## src/rtl/pht_update_engine.sv

```systemverilog
// Write-side controller for the 2-bit pattern history table: buffers resolved
// branches, forms the gshare index and performs a forwarded read-modify-write.
module pht_update_engine #(
  parameter int S_INDEX = 10,
  parameter int WIDTH   = 2,
  parameter int HIST    = 8,
  parameter int QDEPTH  = 4
) (
  input  logic               clk,
  input  logic               rst,
  input  logic               resolve_valid,
  output logic               resolve_ready,
  input  logic [31:0]        resolve_pc,
  input  logic               resolve_taken,
  output logic [S_INDEX-1:0] pa_rindex,
  input  logic [WIDTH-1:0]   pa_dataout,
  output logic               pa_load,
  output logic [S_INDEX-1:0] pa_windex,
  output logic [WIDTH-1:0]   pa_datain,
  output logic [HIST-1:0]    ghr_out,
  output logic [15:0]        upd_count
);

  localparam int PW = (QDEPTH > 1) ? $clog2(QDEPTH) : 1;

  function automatic logic [WIDTH-1:0] sat_next(input logic [WIDTH-1:0] cnt,
                                                input logic taken);
    logic [WIDTH-1:0] res;
    if (taken && (cnt != {WIDTH{1'b1}})) begin
      res = cnt + WIDTH'(1);
    end else if (!taken && (cnt != {WIDTH{1'b0}})) begin
      res = cnt - WIDTH'(1);
    end else begin
      res = cnt;
    end
    return res;
  endfunction

  // Only the index-forming PC bits are queued; the rest are intentionally ignored.
  logic unused_pc_s;
  assign unused_pc_s = ^{resolve_pc[31:S_INDEX+2], resolve_pc[1:0]};

  logic [S_INDEX-1:0] fifo_pc_r [QDEPTH];
  logic [QDEPTH-1:0]  fifo_taken_r;
  logic [PW-1:0]      wr_ptr_r;
  logic [PW-1:0]      rd_ptr_r;
  logic [PW:0]        count_r;
  logic               full_s;
  logic               empty_s;
  logic               push_s;
  logic               pop_s;

  logic [HIST-1:0]    ghr_r;
  logic [S_INDEX-1:0] idx_s;
  logic               head_taken_s;
  logic [WIDTH-1:0]   fwd_cnt_s;

  logic               b_valid_r;
  logic [S_INDEX-1:0] b_idx_r;
  logic               b_taken_r;
  logic [WIDTH-1:0]   b_cnt_r;
  logic [WIDTH-1:0]   next_cnt_s;
  logic [15:0]        upd_count_r;

  assign full_s  = (count_r == (PW+1)'(QDEPTH));
  assign empty_s = (count_r == {(PW+1){1'b0}});
  assign push_s  = resolve_valid && !full_s;
  assign pop_s   = !empty_s;

  assign head_taken_s = fifo_taken_r[rd_ptr_r];
  assign idx_s        = fifo_pc_r[rd_ptr_r] ^ S_INDEX'(ghr_r);
  assign next_cnt_s   = sat_next(b_cnt_r, b_taken_r);

  // Queue storage; contents are qualified by the pointers so no reset is needed.
  always_ff @(posedge clk) begin
    if (push_s && !rst) begin
      fifo_pc_r[wr_ptr_r]    <= resolve_pc[S_INDEX+1:2];
      fifo_taken_r[wr_ptr_r] <= resolve_taken;
    end
  end

  // Queue pointers and occupancy.
  always_ff @(posedge clk) begin
    if (rst) begin
      wr_ptr_r <= {PW{1'b0}};
      rd_ptr_r <= {PW{1'b0}};
      count_r  <= {(PW+1){1'b0}};
    end else begin
      if (push_s) begin
        wr_ptr_r <= wr_ptr_r + PW'(1);
      end
      if (pop_s) begin
        rd_ptr_r <= rd_ptr_r + PW'(1);
      end
      case ({push_s, pop_s})
        2'b10:   count_r <= count_r + (PW+1)'(1);
        2'b01:   count_r <= count_r - (PW+1)'(1);
        default: count_r <= count_r;
      endcase
    end
  end

  // Bypass stage B's pending write so back-to-back updates to one entry compose.
  always_comb begin
    fwd_cnt_s = pa_dataout;
    if (b_valid_r && (b_idx_r == idx_s)) begin
      fwd_cnt_s = next_cnt_s;
    end else begin
      fwd_cnt_s = pa_dataout;
    end
  end

  // Stage B register and global history.
  always_ff @(posedge clk) begin
    if (rst) begin
      b_valid_r <= 1'b0;
      b_idx_r   <= {S_INDEX{1'b0}};
      b_taken_r <= 1'b0;
      b_cnt_r   <= {WIDTH{1'b0}};
      ghr_r     <= {HIST{1'b0}};
    end else begin
      b_valid_r <= pop_s;
      if (pop_s) begin
        b_idx_r   <= idx_s;
        b_taken_r <= head_taken_s;
        b_cnt_r   <= fwd_cnt_s;
        ghr_r     <= HIST'({ghr_r, head_taken_s});
      end
    end
  end

  // Count of issued table writes.
  always_ff @(posedge clk) begin
    if (rst) begin
      upd_count_r <= 16'd0;
    end else if (b_valid_r) begin
      upd_count_r <= upd_count_r + 16'd1;
    end
  end

  assign resolve_ready = !full_s;
  assign pa_rindex     = idx_s;
  assign pa_load       = b_valid_r;
  assign pa_windex     = b_idx_r;
  assign pa_datain     = next_cnt_s;
  assign ghr_out       = ghr_r;
  assign upd_count     = upd_count_r;

endmodule

```

## config.mk

```make
export PLATFORM = sky130hd
export DESIGN_NAME = pht_update_engine
export DESIGN_NICKNAME = d
export VERILOG_FILES = /design/src/rtl/pht_update_engine.sv
export SDC_FILE = /design/constraint.sdc
export NUM_CORES = 1
export LEC_CHECK = 0
export ABC_AREA = 1
export BUFFER_PORTS_ARGS = -buffer_cell sky130_fd_sc_hd__clkbuf_2
export CORE_ASPECT_RATIO = 0.7
export CORE_MARGIN = 1.5
export CORE_UTILIZATION = 58
export CTS_CLUSTER_SIZE = 25
export DETAILED_ROUTE_END_ITERATION = 6
export GPL_TIMING_DRIVEN = 1
export HOLD_SLACK_MARGIN = 0.06
export PLACE_DENSITY = 0.86
export SLEW_MARGIN = 20
export SYNTH_ARGS = -nofsm -noshare
export SYNTH_HDL_FRONTEND = slang
export SYNTH_SLANG_ARGS = --single-unit
```

## constraint.sdc

```tcl
create_clock -name clk -period 5.3 [get_ports clk]
set_clock_uncertainty 0.2 [all_clocks]
set_input_delay 1.06 -clock clk [delete_from_list [all_inputs] [get_ports clk]]
set_output_delay 1.06 -clock clk [all_outputs]
set_load 0.005 [all_outputs]
```

-- Yosys cells after proc, flatten, opt, wreduce, memory -nomap -nowiden
Memory sizes are Yosys's and may differ from the RTL's. A register that Yosys moved wholly into a read port is not among the register bits.
Index checks and enable logic that the tools add are counted.
W data, S select, Z words.
- register bits after elaboration: 49
- bits in latches: 0
- bits in writable memories: 40
- ROM bits: 0
- input bits: 38
- output and inout port bits: 48
- logic and storage cells: 53
- memories: 1
- add/subtract/negate cells: 7
- multipliers: 0
- divide/modulo/power cells: 0
- $lt $le $gt $ge: 3
- equal/unequal tests: 5
- shift-type cells: 0
- mux-type cells: 13
- bitwise logic cells: 1
- reduce and logical (&&, ||, !) cells: 13
- memories (name ; words ; width ; rd ports ; clocked after memory_dff ; wr ports ; RTL line ; RTL):
    fifo_pc_r ; 4 ; 10 ; 1 ; 1 ; 1 ; 43 ; logic [S_INDEX-1:0] fifo_pc_r [QDEPTH];
- operator list (kind ; count):
    $add A16 B1 Y16 const B ; 1
    $eq A10 B10 Y1 ; 1
    $mux W2 ; 5
    $xor A10 B8 Y10 ; 1
    $add A2 B1 Y2 const B ; 3
    $logic_and A1 B1 Y1 ; 6
    $lt A2 B3 Y1 const B ; 2
    $pmux W3 S2 ; 1
    $bwmux W4 ; 1
    $logic_not A1 Y1 ; 4
    $mux W1 ; 4
    $reduce_bool A2 Y1 ; 2
    $add A3 B1 Y3 const B ; 1
    $eq A3 B3 Y1 const B ; 1
    $logic_not A3 Y1 ; 1
    $sub A3 B1 Y3 const B ; 1
    $bmux W1 S2 ; 1
    $demux W1 S2 ; 1
    $eq A2 B1 Y1 const B ; 1
    $eq A2 B2 Y1 const B ; 1
    $ge A2 B1 Y1 const B ; 1
    $ne A2 B2 Y1 const B ; 1
    $sub A2 B1 Y2 const B ; 1

-- Logic depth before layout (Yosys ltp)
- depth in word-level cells: 6
- depth in mapped cells: 15
- gate-level depth less buffers: 14

-- Least setup slack after synthesis
OpenSTA, ideal clock, no wires.
- kind: input-to-reg
- start point: input rst
- end point: memory fifo_pc_r[0][0] (enable)
- setup time: 0.378 ns
- arrival time: 2.038 ns
- required time: 4.722 ns
- setup slack: 2.684 ns
- stages: 4
- buffers on the path: 1
- cells stage by stage: clkbuf_1 -> inv_1 -> nand3_1 -> nor2_1
- cells in the longest elaborated chain, start to end: 4
- RTL lines (what ; RTL line ; RTL):
    start: declaration ; 10 ; input logic rst,
    $logic_not A1 Y1 ; 76 ; if (push_s && !rst) begin
    $logic_and A1 B1 Y1 ; 76 ;
    $mux W1 ; 76 ;
    $mux W1 (implied by the code) ; 77 ; fifo_pc_r[wr_ptr_r] <= resolve_pc[S_INDEX+1:2];
    end: declaration ; 43 ;
No other way between the ends.

==> flow_summary.ini <==
[timing]
max_freq_ghz = 0.282
period_needed_ns = 3.54
maxSlewHeadroom_pct = 26.1
tightest_slew_ns = 1.10
rsz0062_at_grt = no
post-route-period-util_pct = 66.9
timing.final.max_slew_violations = 0
finalSetupTns_ns = 0
setup_viol = 0
hold_violations = 0

[worst_setup_path]
critical_path_arrival_ns = 2.28
cp_max_fo = 21
critical_path.startpoint_type = register
criticalPathCategory = reg -> out
cp.required_ns = 4.04
cp-end-kind = output port

[yosys]
netlist_top_cells_count = nand2_1 (110), inv_1 (58), nand3_1 (47)
synth.avg_cell_area_um2 = 8.99
syn_nets = 482
ys_ff_latch = 90
ys_warn_count = 0
syn_inst = 436
synth_area_leaders = edfxtp_1 (34%), dfxtp_1 (23%), nand2_1 (11%)
ys_types = 33
synthesis.area_um2 = 3920
synth_top_area_share_pct = 33.7
yosysSeqAreaShare_pct = 57.2
synth-async-reset-ratio_pct = 0
synth-edff-count = 44
synth_top_flop_cell = dfxtp_1
yosysTopAreaCell = edfxtp_1
synth.most_common_cell = nand2_1

[global_routing]
antenna_found_initial = 0
grt_pass1_wl_um = 14100
grt_pass1_vias = 3065
grt_max_degree = 22
grt.total_usage_pct = 26.0
overflow = 0

[route]
viasPerCell = 5.35
drc = 0
routed_wl_um = 8620
first_pass_iters = 5
dr_total_vias = 3186
ant_nets = 0
routedWlPerCell_um = 14.5
drt_iter0_drc = 264

[cells_and_area]
fin_nets = 546
layout-drive-gt1-share_pct = 18.6
utilization_pct = 70.5
area_delta_synth_final_pct = 14.4
fillers = 510
antenna_cells = 0

[floorplan]
core-area_um2 = 6370
initial_core_util_pct = 61.6
rows = 24
die_h_um = 71.8
die_area_um2 = 7270
die_w_um = 101
io_pins = 86

[job]
maxCapViolCount = 0

[clocking]
cts.clk_slew.worst_paths_ns = 0.09
cts-hold-fix-buffers = 0
ctsResizeCount = 0
cts_tree = done
worst_skew_pair.late_latency_ns = 0.37
cts_max_level = 3
cts_buffers = 9
root_buffer = clkbuf_8
numClockSinks = 90
postCtsSetupBuffers = 0
cts_buffer_depth = 2

[placement]
gp_congestion = 0.837
port_buffers = 63
hpwl_um = 6060

[pwr]
vdd_drop_max_v = 0.000228
leakagePower_nw = 1.93
power_density_nw_per_um2 = 472

[run_status]
status = complete, no violations

[hold_path]
hp-class = reg -> reg
-- cells in the final DEF (no fill, tap or decap), types with 2 or more instances in the layout --
cell      instances
o22ai_1          13
inv_6             3
nand2_1         110
nand3_1          47
nand2_2           3
nor2_1           25
ha_1              7
inv_1            58
o21ai_0          18
inv_2             4
nor4_1            2
edfxtp_1         44
xor2_1            3
nor2_2            6
a21oi_1          19
clkbuf_8          9
nor3_1            6
clkbuf_2         63
nand4_1           3
dfxtp_1          46
-- per-stage QoR --
stage          worst slack, ns  hold slack (ns)  power [mW]  cell area [um2]  std cells
2_1_floorplan             2.68            0.246        1.41             3920        436
3_5_place_dp              1.98            0.272        1.64             4290        580
4_1_cts                   1.78            0.288        2.11             4490        596
6_report                  1.76            0.290        2.12             4490        596
3_3_place_gp              2.01            0.262        1.60             4290        580
5_1_grt                   1.63            0.314        2.26             4490        596
-- area by class of cell --
type,instances,area (um2),area share (%)
timing repair buffer,63,315,7.03
tap,91,114,2.54
clock buffer,10,128,2.85
inverter,62,233,5.19
clock inverter,6,72.6,1.62
sequential,90,2240,50.0
multi-input combinational,274,1380,30.8
-- worst paths after layout --
check	from	to	slack, ns	cells past startpoint
min	b_cnt_r[0]$_SDFFE_PP0N_	b_cnt_r[0]$_SDFFE_PP0N_	0.29	2
max	register	pa_rindex[3]	1.76	8
min reg2reg	b_cnt_r[0]$_SDFFE_PP0N_	b_cnt_r[0]$_SDFFE_PP0N_	0.29	2
max reg2reg	register	b_cnt_r[1]$_SDFFE_PP0N_	2.62	13
-- cells by family (layout without fill, tap and decap cells) --
group	Yosys count	after routing	share of synthesized area [%]
compound gates	55	55	7.79
xor+xnor	5	5	1.47
fa+ha+maj	8	8	2.74
buf+inv	72	141	7.59
flops	90	90	57.2
mux	1	1	0.255
simple gates	205	205	23.0
-- worst max-delay path: stages (launching register included) --
cell and delay, ns:
dfxtp_1 0.79, inv_2 0.34, nand2_1 0.13, nand3_1 0.15, nand2_1 0.14, nand2_1 0.06
nand2_1 0.13, inv_1 0.07, clkbuf_2 0.11
-- routing by layer --
layer  track usage [%]  up-vias  wire length (um)
li1                  -     1579                 -
met1              33.8     1443              3770
met2              39.7      143              3940
met3              8.39       21               728
met4              12.5        0               183
met5                 0        -                 0
-- flip-flops by register name (all words and copies together), names as in the netlist, named ones only --
register      count
b_cnt_r           2
fifo_pc_r        40
wr_ptr_r          2
ghr_out           8
pa_windex        10
rd_ptr_r          2
count_r           3
fifo_taken_r      4
upd_count        16
pa_load           1
-- power by group --
part	internal (mW)	switching, mW
sequential	0.817	0.0949
clock	0.224	0.253
combinational	0.262	0.467
Power figures use the tool's default switching activity.
